===== src/rtl/proc_run_ctrl.sv =====
// rtl/proc_run_ctrl.sv - processor run controller: hold reset, run N cycles, capture and compare result
// Optional saturating pass counter enabled by defining RUN_CTRL_PASSCNT_EN.
module proc_run_ctrl #(
    parameter int HOLD_CYCLES = 1,
    parameter int CNT_W       = 16
) (
    input  logic             CLK,
    input  logic             Reset_L,
    input  logic             start,
    input  logic [31:0]      start_pc_in,
    input  logic [CNT_W-1:0] run_cycles,
    input  logic [31:0]      expected,
    input  logic [31:0]      dmem_out,
    output logic             proc_reset_l,
    output logic [31:0]      proc_start_pc,
    output logic             busy,
    output logic             done,
    output logic             pass,
    output logic [31:0]      result,
    output logic [7:0]       pass_count
);

    typedef enum logic [1:0] {IDLE, HOLD, RUN, CHECK} state_t;

    state_t           state;
    logic [7:0]       hold_cnt;
    logic [CNT_W-1:0] run_cnt;
    logic [31:0]      exp_lat;
    logic             match;

    assign match = (dmem_out == exp_lat);

`ifndef RUN_CTRL_PASSCNT_EN
    assign pass_count = 8'd0;
`endif

    always_ff @(posedge CLK or negedge Reset_L) begin
        if (!Reset_L) begin
            state         <= IDLE;
            hold_cnt      <= 8'd0;
            run_cnt       <= '0;
            exp_lat       <= 32'd0;
            proc_reset_l  <= 1'b0;
            proc_start_pc <= 32'd0;
            busy          <= 1'b0;
            done          <= 1'b0;
            pass          <= 1'b0;
            result        <= 32'd0;
`ifdef RUN_CTRL_PASSCNT_EN
            pass_count    <= 8'd0;
`endif
        end else begin
            done <= 1'b0;
            case (state)
                IDLE: begin
                    // Processor keeps free-running the last program while idle
                    proc_reset_l <= 1'b1;
                    if (start) begin
                        state         <= HOLD;
                        busy          <= 1'b1;
                        proc_reset_l  <= 1'b0;
                        proc_start_pc <= start_pc_in;
                        run_cnt       <= run_cycles;
                        exp_lat       <= expected;
                        hold_cnt      <= 8'(HOLD_CYCLES);
                    end
                end
                HOLD: begin
                    if (hold_cnt == 8'd1) begin
                        proc_reset_l <= 1'b1;
                        state        <= (run_cnt == '0) ? CHECK : RUN;
                    end else begin
                        hold_cnt <= hold_cnt - 8'd1;
                    end
                end
                RUN: begin
                    if (run_cnt == CNT_W'(1)) begin
                        state <= CHECK;
                    end else begin
                        run_cnt <= run_cnt - CNT_W'(1);
                    end
                end
                CHECK: begin
                    result <= dmem_out;
                    pass   <= match;
                    done   <= 1'b1;
                    busy   <= 1'b0;
                    state  <= IDLE;
`ifdef RUN_CTRL_PASSCNT_EN
                    if (match && pass_count != 8'hFF) begin
                        pass_count <= pass_count + 8'd1;
                    end
`endif
                end
                default: state <= IDLE;
            endcase
        end
    end

endmodule

===== config.mk =====
export PLATFORM = sky130hd
export DESIGN_NAME = proc_run_ctrl
export DESIGN_NICKNAME = d
export VERILOG_FILES = /design/src/rtl/proc_run_ctrl.sv
export SDC_FILE = /design/constraint.sdc
export NUM_CORES = 1
export LEC_CHECK = 0
export BUFFER_PORTS_ARGS = -buffer_cell sky130_fd_sc_hd__buf_2
export CELL_PAD_IN_SITES_DETAIL_PLACEMENT = 1
export CELL_PAD_IN_SITES_GLOBAL_PLACEMENT = 1
export CORE_UTILIZATION = 35
export DETAILED_ROUTE_END_ITERATION = 16
export GPL_TIMING_DRIVEN = 0
export PLACE_DENSITY = 0.77
export SLEW_MARGIN = 20
export SYNTH_ARGS = -nofsm -noshare
export SYNTH_HDL_FRONTEND = slang
export SYNTH_SLANG_ARGS = --single-unit

===== constraint.sdc =====
create_clock -name CLK -period 2.1 [get_ports CLK]
set_input_delay 0.21 -clock CLK [delete_from_list [all_inputs] [get_ports CLK]]
set_output_delay 0.21 -clock CLK [all_outputs]
set_load 0.02 [all_outputs]

After elaboration in Yosys (flattened, before gate mapping):

Index checks and enable logic that the tools add are counted.

* flip-flop bits (word level): 126
* input bits: 115
* word-level logic and storage cells: 51

* $add $sub $neg: 2
* equal/unequal tests: 11
* multiplexer cells: 17
* reduce and logical (&&, ||, !) cells: 11

Operators with widths (number)
* == test 32 bit: 1
* 2-to-1 mux 16 bit: 2
* one-hot mux 16 bit (2 select lines): 1
* == test 16 x 1 -> 1 bit (second input constant): 1
* logical NOT 16 bit: 1
* 2-to-1 mux 8 bit: 2
* one-hot mux 8 bit (2 select lines): 1
* subtractor 16 x 1 -> 16 bit (second input constant): 1
* inequality test 2 bit (second input constant): 5
* AND reduction 3 bit: 3
* == test 8 x 1 -> 1 bit (second input constant): 1
* one-hot mux 2 bit (4 select lines): 1
* subtractor 8 x 1 -> 8 bit (second input constant): 1
* 2-to-1 mux 2 bit: 3
* AND reduction 2 bit: 3
* nonzero test 2 bit: 3
* 2-to-1 mux 1 bit: 5
* == test 2 bit (second input constant): 2
* one-hot mux 1 bit (2 select lines): 2
* == test 2 x 1 -> 1 bit (second input constant): 1
* logical NOT 2 bit: 1

Longest topological paths before layout:

Gate-level depths: netlist (run 1).

* word-level depth: 4
* gate-level depth with buffers: 9

Least setup slack after synthesis (run 1):

Ideal clock, no wire load.

* path type: register to register
* start: register run_cnt[3]
* end: register state[1]
* library setup time: 127 ps
* data arrival time: 1836 ps
* data required time: 1973 ps
* slack: 137 ps
* cell stages (with the launch flop): 6
* path buffers: 0
* path through: dfrtp_1 > or4_4 > or2_1 > o21ai_2 > and3_1 > mux2_1

* word-level cells in the longest chain between the ends: 3

Ends and longest elaborated chain
* start: declaration: RTL line 27 `logic [CNT_W-1:0] run_cnt;`
* start signal: assignment: RTL line 63 `run_cnt <= run_cycles;`
* start signal: assignment: RTL line 80 `run_cnt <= run_cnt - CNT_W'(1);`
* == test 16 x 1 -> 1 bit: RTL line 77 `if (run_cnt == CNT_W'(1)) begin`
* inequality test 2 bit (no line)
* AND reduction 3 bit (no line)
* end signal: assignment: RTL line 71 `state <= (run_cnt == '0) ? CHECK : RUN;`
* end: declaration: RTL line 25 `state_t state;`

No other way between the ends.
A chain may end at the register's enable or synchronous reset.

Final worst setup path (run 1):

* start: register run_cnt[5]
* end: register state[1]

Same word-level chain as after synthesis.

==> flow_summary.yaml, run 1 <==
outcome:
  outcome: "completed"
place:
  port_buffers: 181
  place_ws_ns: -0.390
  gp_congestion: 0.873
  hpwl_um: 12500
  post_dp_cell_area_sq_um: 7090
logic_synthesis:
  syn_inst: 472
  synth_area_sq_um: 5850
  syn_area_per_cell_sq_um: 12.4
  synthFlopType: "dfrtp_1"
  synth-edff-count: 0
  ys_types: 51
  ys_seq_area_share_pct: 53.9
  ys_ff_latch: 126
  ys_async_sr_fraction_pct: 100
  yosys_warnings: 0
setup_path:
  worstPathRequired_ns: 2.38
  crit_type: "reg2reg"
  r2r-start: "run_cnt[5]$_DFFE_PN0P_"
  worstPathArrival_ns: 2.38
  ff2ff_path_depth: 5
  start_kind: "flip-flop"
  worst_setup_path_end_kind: "flip-flop"
  cp_max_fo: 5
  timing.rr.end: "state[1]$_DFFE_PN0P_"
  rrSetupSlack_ns: 0.003
pwr:
  switching_share_pct: 38.7
  p_leak_uw: 0.00363
  p_int_uw: 8060
  p_seq_share_pct: 34.3
  pwr-share-comb_pct: 43.6
  pwr_density_cell_nw_per_um2: 1690
  ir_worst_vdd_mv: 0.818
  clkPwrFrac_pct: 22.1
  p_sw_uw: 5080
  p_total_uw: 13100
sta:
  setup_viol_count_final: 0
  fin_setup_tns_ns: 0
  finClkSkew_ns: 0.0135
  max_slew.worst_pin.slew_ns: 0.786
  setup_ws_ns: 0.00298
  finalCritPeriodShare_pct: 99.9
  min_period_ns: 2.10
  fmax_mhz: 477
  slew_violations: 0
  finalHoldViolations: 0
  rsz0062_at_grt: "true"
  slew_headroom_pct: 47.2
global_routing:
  antenna_found_initial: 0
  grt-ovfl-total: 0
  grt_first_pass_wirelength_um: 27400
  grt_pass1_vias: 5142
  grt_max_degree: 65
  track_usage_pct: 20.6
floorplanning:
  fp.dieArea_sq_um: 17200
  boundaryPins: 191
  coreArea_sq_um: 16100
  start_util_pct: 36.3
  fp.dieH_um: 131
  row_count: 46
  die_x_um: 131
clock_tree:
  clock_path_buffers: 2
  root_buffer: "clkbuf_16"
  htree_levels: 4
  cts.sinks: 126
  cts_buffers: 17
  clock_latency_ns: 0.41
  cts_tree: "done"
  cts.clk_slew.worst_paths_ns: 0.06
run:
  cap_violations: 0
min_path:
  worstHoldEndpoint: "exp_lat[4]$_DFFE_PN0P_"
  whs_path_depth: 2
  worstHoldPathType: "in2reg"
  holdCritStartpoint: "expected[4]"
drt:
  first_pass_iters: 4
  drtAntennaViolNets: 0
  vias: 4542
  drc: 0
  drt-total-wl_um: 16800
  wl_per_cell_um: 18.4
  drtIter0Drc: 158
  viasPerCell: 4.99
cells_and_area:
  fill_cells: 1782
  nNetsFinal: 807
  num_antenna_cells: 0
  drive_above_1_share_pct: 50.4
  stdcell_area_sq_um: 7780
  area_delta_synth_final_pct: 33.0
  fin_util_pct: 48.3
==> worst max path at each step <==
stage,cells after the start,slack [ns],end,from
detailed placement,9,-0.39,run_cnt[12]$_DFFE_PN0P_,state[0]$_DFFE_PN0P_
CTS,4,0.002,result[29]$_DFFE_PN0P_,state[0]$_DFFE_PN0P_
finish,5,0.003,state[1]$_DFFE_PN0P_,run_cnt[5]$_DFFE_PN0P_
floorplan,5,0.14,state[1]$_DFFE_PN0P_,run_cnt[3]$_DFFE_PN0P_
global route,7,-0.06,hold_cnt[5]$_DFFE_PN0P_,state[1]$_DFFE_PN0P_
global placement,1,-0.84,result[9]$_DFFE_PN0P_,Reset_L
==> final cells by class <==
cell class              count  area, sq um  share of cell area, %
flip-flops and latches    126         3150                   40.5
multi-input cells         313         2580                   33.2
repair buffers            189          998                   12.8
clock buffers              18          429                   5.51
well taps                 216          270                   3.47
plain buffers              25          156                   2.01
clock inverters            12          146                   1.88
inverters                  12         45.0                  0.579
==> cell families (layout without fill, tap and decap cells) <==
family	Yosys count	in the layout	synth area share, %
AO/OA/AOI/OAI	55	55	6.16
XOR/XNOR	38	38	5.69
adder cells (fa/ha/maj)	8	8	1.71
buffers and inverters	40	256	3.27
flip-flops	126	126	53.9
multiplexers	106	106	20.2
other	1	8	0.0641
AND/OR/NAND/NOR	98	98	9.00
==> Yosys cell counts (2+ instances only) <==
cell type  count  area, sq um
nand3_1        7         35.0
nand2b_1       2         12.5
buf_2          6         30.0
inv_1         12         45.0
a31oi_1        2         12.5
xnor2_1       17          149
dfrtp_1      126         3150
o22ai_1        6         37.5
clkbuf_1      10         37.5
ha_1           8          100
buf_1          3         11.3
nand3b_1       3         22.5
xor2_1        21          184
nor3_1        10         50.1
a21oi_1        9         45.0
o21ai_0        6         30.0
mux2i_1        9         90.1
mux2_2        96         1080
buf_4          9         67.6
a22oi_1        3         22.5
nand4b_1       2         17.5
o21ai_2        2         17.5
nor2_1        21         78.8
o211ai_1       5         37.5
nor2b_1        2         12.5
nand4_1        9         56.3
a41oi_1        3         26.3
and3_1         4         25.0
o21ai_1        9         45.0
nand2_1       25         93.8
nor4_1         5         31.3
==> through the flow <==
step | cells | hold slack, ns
2_1_floorplan | 479 | -0.0856
3_3_place_gp | 876 | 0.443
3_5_place_dp | 877 | 0.194
4_1_cts | 908 | 0.00707
5_1_grt | 911 | 0.0103
6_report | 911 | 0.0258
==> flip-flops by register name (all words and copies together) (netlist names) <==
register       cells
exp_lat           32
proc_start_pc     32
result            32
run_cnt           16
hold_cnt           8
state              2
busy               1
done               1
pass               1
proc_reset_l       1
==> worst max-delay path: stages (launching register included) <==
cell     delay, ns
dfrtp_1       0.43
or4_4         0.57
or2_1         0.27
o21ai_2       0.18
and3_4        0.21
mux2_1        0.32
==> per-layer routing <==
layer / part of all wire (%) / wire length, um / track usage [%]
met4: 1.6 / 269 / 6.46
met2: 54 / 8990 / 37.5
met5: 0 / 0 / 0
met3: 6.4 / 1080 / 7.10
met1: 38 / 6450 / 22.3
==> power by group through the flow <==
stage | Combinational [uW] | Clock [uW] | Sequential [uW]
floorplan | 3010 | 0 | 5190
global placement | 5360 | 0 | 4410
detailed placement | 5610 | 0 | 4520
CTS | 5740 | 2980 | 4500
global route | 6190 | 3070 | 4680
finish | 5720 | 2900 | 4510
==> layout by cell type, fill, tap and decap left out, drive strengths merged, types with 10 or more instances in the layout <==
cell type  count
xor2          21
o21ai         17
mux2          97
nor2          22
xnor2         17
dfrtp        126
nor3          10
clkbuf        26
buf          205
inv           13
nand2         25
==> timing repair <==
action	in CTS	in global routing
endpoints found under the setup margin	90	92
endpoints found under the hold margin	62	0
buffers inserted	2	4
pin swaps	1	4
hold buffers	1	0
gates resized for setup	14	11
Note: power is estimated with default switching activity, not from simulation.
==> run 2, diff against run 1 <==
--- a/config.mk
+++ b/config.mk
@@ -7,11 +7,12 @@
 export LEC_CHECK = 0
 export BUFFER_PORTS_ARGS = -buffer_cell sky130_fd_sc_hd__buf_2
 export CELL_PAD_IN_SITES_DETAIL_PLACEMENT = 1
-export CELL_PAD_IN_SITES_GLOBAL_PLACEMENT = 1
-export CORE_UTILIZATION = 35
+export CELL_PAD_IN_SITES_GLOBAL_PLACEMENT = 2
+export CORE_MARGIN = 2
+export CORE_UTILIZATION = 29
 export DETAILED_ROUTE_END_ITERATION = 16
 export GPL_TIMING_DRIVEN = 0
-export PLACE_DENSITY = 0.77
+export PLACE_DENSITY = 0.78
 export SLEW_MARGIN = 20
 export SYNTH_ARGS = -nofsm -noshare
 export SYNTH_HDL_FRONTEND = slang
==> run 2 against run 1 <==
Count of clock-buffer cells in the layout up 1. Final cell count up 5.6%. Utilization down 8.2 points. Clock power down 2%. Sequential share of layout area down 0.48 points. Die area up 24%. Power up 0.50%. Via count down 0.92%. Maximum frequency up 1.4%. Flip-flop and latch count unchanged. Register-to-register slack better by 0.03 ns. Hold slack worse by 0.0086 ns. Critical path type unchanged.
==> flow_summary.yaml, run 2 (same netlist as run 1, synthesis figures left out) <==
drt:
  drt-total-wl_um: 17400
  drc: 0
  vias: 4500
  first_pass_iters: 4
  drtIter0Drc: 170
  drtAntennaViolNets: 0
  wl_per_cell_um: 18.0
  viasPerCell: 4.68
sta:
  whs_ns: 0.0172
  finalHoldViolations: 0
  slew_violations: 0
  max_slew.worst_pin.slew_ns: 0.843
  setup_viol_count_final: 0
  fmax_mhz: 483
  finalCritPeriodShare_pct: 98.5
  rsz0062_at_grt: "true"
  min_period_ns: 2.07
  slew_headroom_pct: 43.4
  finClkSkew_ns: 0.00892
floorplanning:
  start_util_pct: 29.8
  row_count: 51
  die_x_um: 146
  boundaryPins: 191
  coreArea_sq_um: 19700
  fp.dieArea_sq_um: 21300
  fp.dieH_um: 146
global_routing:
  track_usage_pct: 16.6
  grt-ovfl-total: 0
  grt_first_pass_wirelength_um: 27800
  grt_pass1_vias: 5071
  grt_max_degree: 68
  antenna_found_initial: 2
cells_and_area:
  finalNonFillerCells: 962
  mostFrequentLayoutCells: "182 x buf_2, 125 x dfrtp_1, 96 x mux2_2, 25 x nand2_1, 21 x xor2_1"
  area_delta_synth_final_pct: 34.7
  drive_above_1_share_pct: 50.7
  nNetsFinal: 807
  top_regs: "exp_lat x32, proc_start_pc x32, result x32"
  stdcell_area_sq_um: 7880
  fill_cells: 2227
  final_common_cell: "buf_2"
setup_path:
  max_stage_delay_ns: 0.58
  worstPathCellList: "or4_4 -> or2_4 -> o21ai_4 -> and3_4 -> mux2_4"
  r2r-start: "run_cnt[6]$_DFFE_PN0P_"
  cp_max_fo: 4
  start_kind: "flip-flop"
  crit_start: "run_cnt[6]$_DFFE_PN0P_"
  worstPathRequired_ns: 2.40
  crit_family: "simple AND/OR/NAND/NOR gates"
  slowest_stage: "or4_4"
  crit_type: "reg2reg"
  worst_setup_path_end_kind: "flip-flop"
  path_buf_inv: 0
  worstPathArrival_ns: 2.37
place:
  gp_congestion: 0.788
  place_inst: 926
  post_dp_cell_area_sq_um: 7150
  port_buffers: 181
  hpwl_um: 12900
pwr:
  pwr_density_cell_nw_per_um2: 1680
  ir_worst_vdd_mv: 0.830
  p_leak_uw: 0.00360
clock_tree:
  htree_levels: 4
  root_buffer: "clkbuf_16"
  cts_tree: "done"
  clock_path_buffers: 2
  cts_buffers: 17
  cts.clk_slew.worst_paths_ns: 0.06
  clock_latency_ns: 0.42
  cts.sinks: 126
min_path:
  worstHoldPathType: "in2reg"
  holdCritStartpoint: "expected[16]"
run:
  cap_violations: 0
outcome:
  outcome: "completed"
## run 2: changes by cell type in the layout (fill, tap and decap cells not counted), sizes merged
cell,before,now
buf,205,202
bufinv,3,1
clkbuf,26,29
clkinv,8,3
clkinvlp,0,5
diode,0,1
dlygate4sd3,1,2
inv,13,15
## run 2: layer usage
layer  track usage [%]  share of wire, %  vias to the layer above
met5                 0             0.063                        -
met4              5.24               1.5                        2
met3              5.88               7.1                       19
met2              29.3                51                      136
met1              18.9                41                     2258
li1                  -                 -                     2085
## run 2: stage by stage
step / TNS [ns] / util [%] / total power [uW] / setup WS, ns
CTS: 0 / 39.6 / 13100 / 0.00119
global placement: -140.57 / 36.2 / 9820 / -0.948
floorplan: 0 / - / 8200 / 0.137
global route: -0.104 / 40.1 / 14100 / -0.0494
finish: 0 / 40.1 / 13200 / 0.0316
detailed placement: -27.23 / 36.4 / 10100 / -0.494
## run 2: worst register-to-register path: cells and delay by family (launching register included)
family / cells / cell delay [ns]
simple gates: 3 / 1.09
flops: 1 / 0.40
compound gates: 1 / 0.16
mux: 1 / 0.30
## run 2: power by group
part           leakage, uW  switching, uW  internal [uW]
sequential         0.00150            854           3670
combinational      0.00184           3210           2620
clock             0.000264           1160           1690
total              0.00360           5220           7980
## run 2: path summary, 6_finish.rpt
path / endpoint / slack (ns) / depth (start not counted)
worst max-delay path: state[1]$_DFFE_PN0P_ / 0.03 / 5
worst min-delay path: exp_lat[16]$_DFFE_PN0P_ / 0.02 / 2
worst max register to register: state[1]$_DFFE_PN0P_ / 0.03 / 5
worst min register to register: proc_start_pc[14]$_DFFE_PN0P_ / 0.50 / 1
max in group asynchronous: exp_lat[1]$_DFFE_PN0P_ / 1.06 / 3
min in group asynchronous: run_cnt[5]$_DFFE_PN0P_ / 0.31 / 2
## run 2: area by class of cell
type | instances | area (sq um) | share of cell area, %
well taps | 265 | 332 | 4.21
clock buffers | 19 | 453 | 5.75
diodes | 1 | 2.50 | 0.0318
clock inverters | 12 | 113 | 1.43
flip-flops and latches | 126 | 3150 | 40.0
plain buffers | 25 | 156 | 1.98
repair buffers | 189 | 1000 | 12.7
inverters | 12 | 45.0 | 0.572
multi-input cells | 313 | 2620 | 33.3
## run 2: timing repair
action	4_1_cts	5_1_grt
setup endpoints to repair	96	59
resized for setup	12	16
buffers inserted	1	4
hold buffers	2	0
pin swaps	1	4
endpoints found under the hold margin	60	0
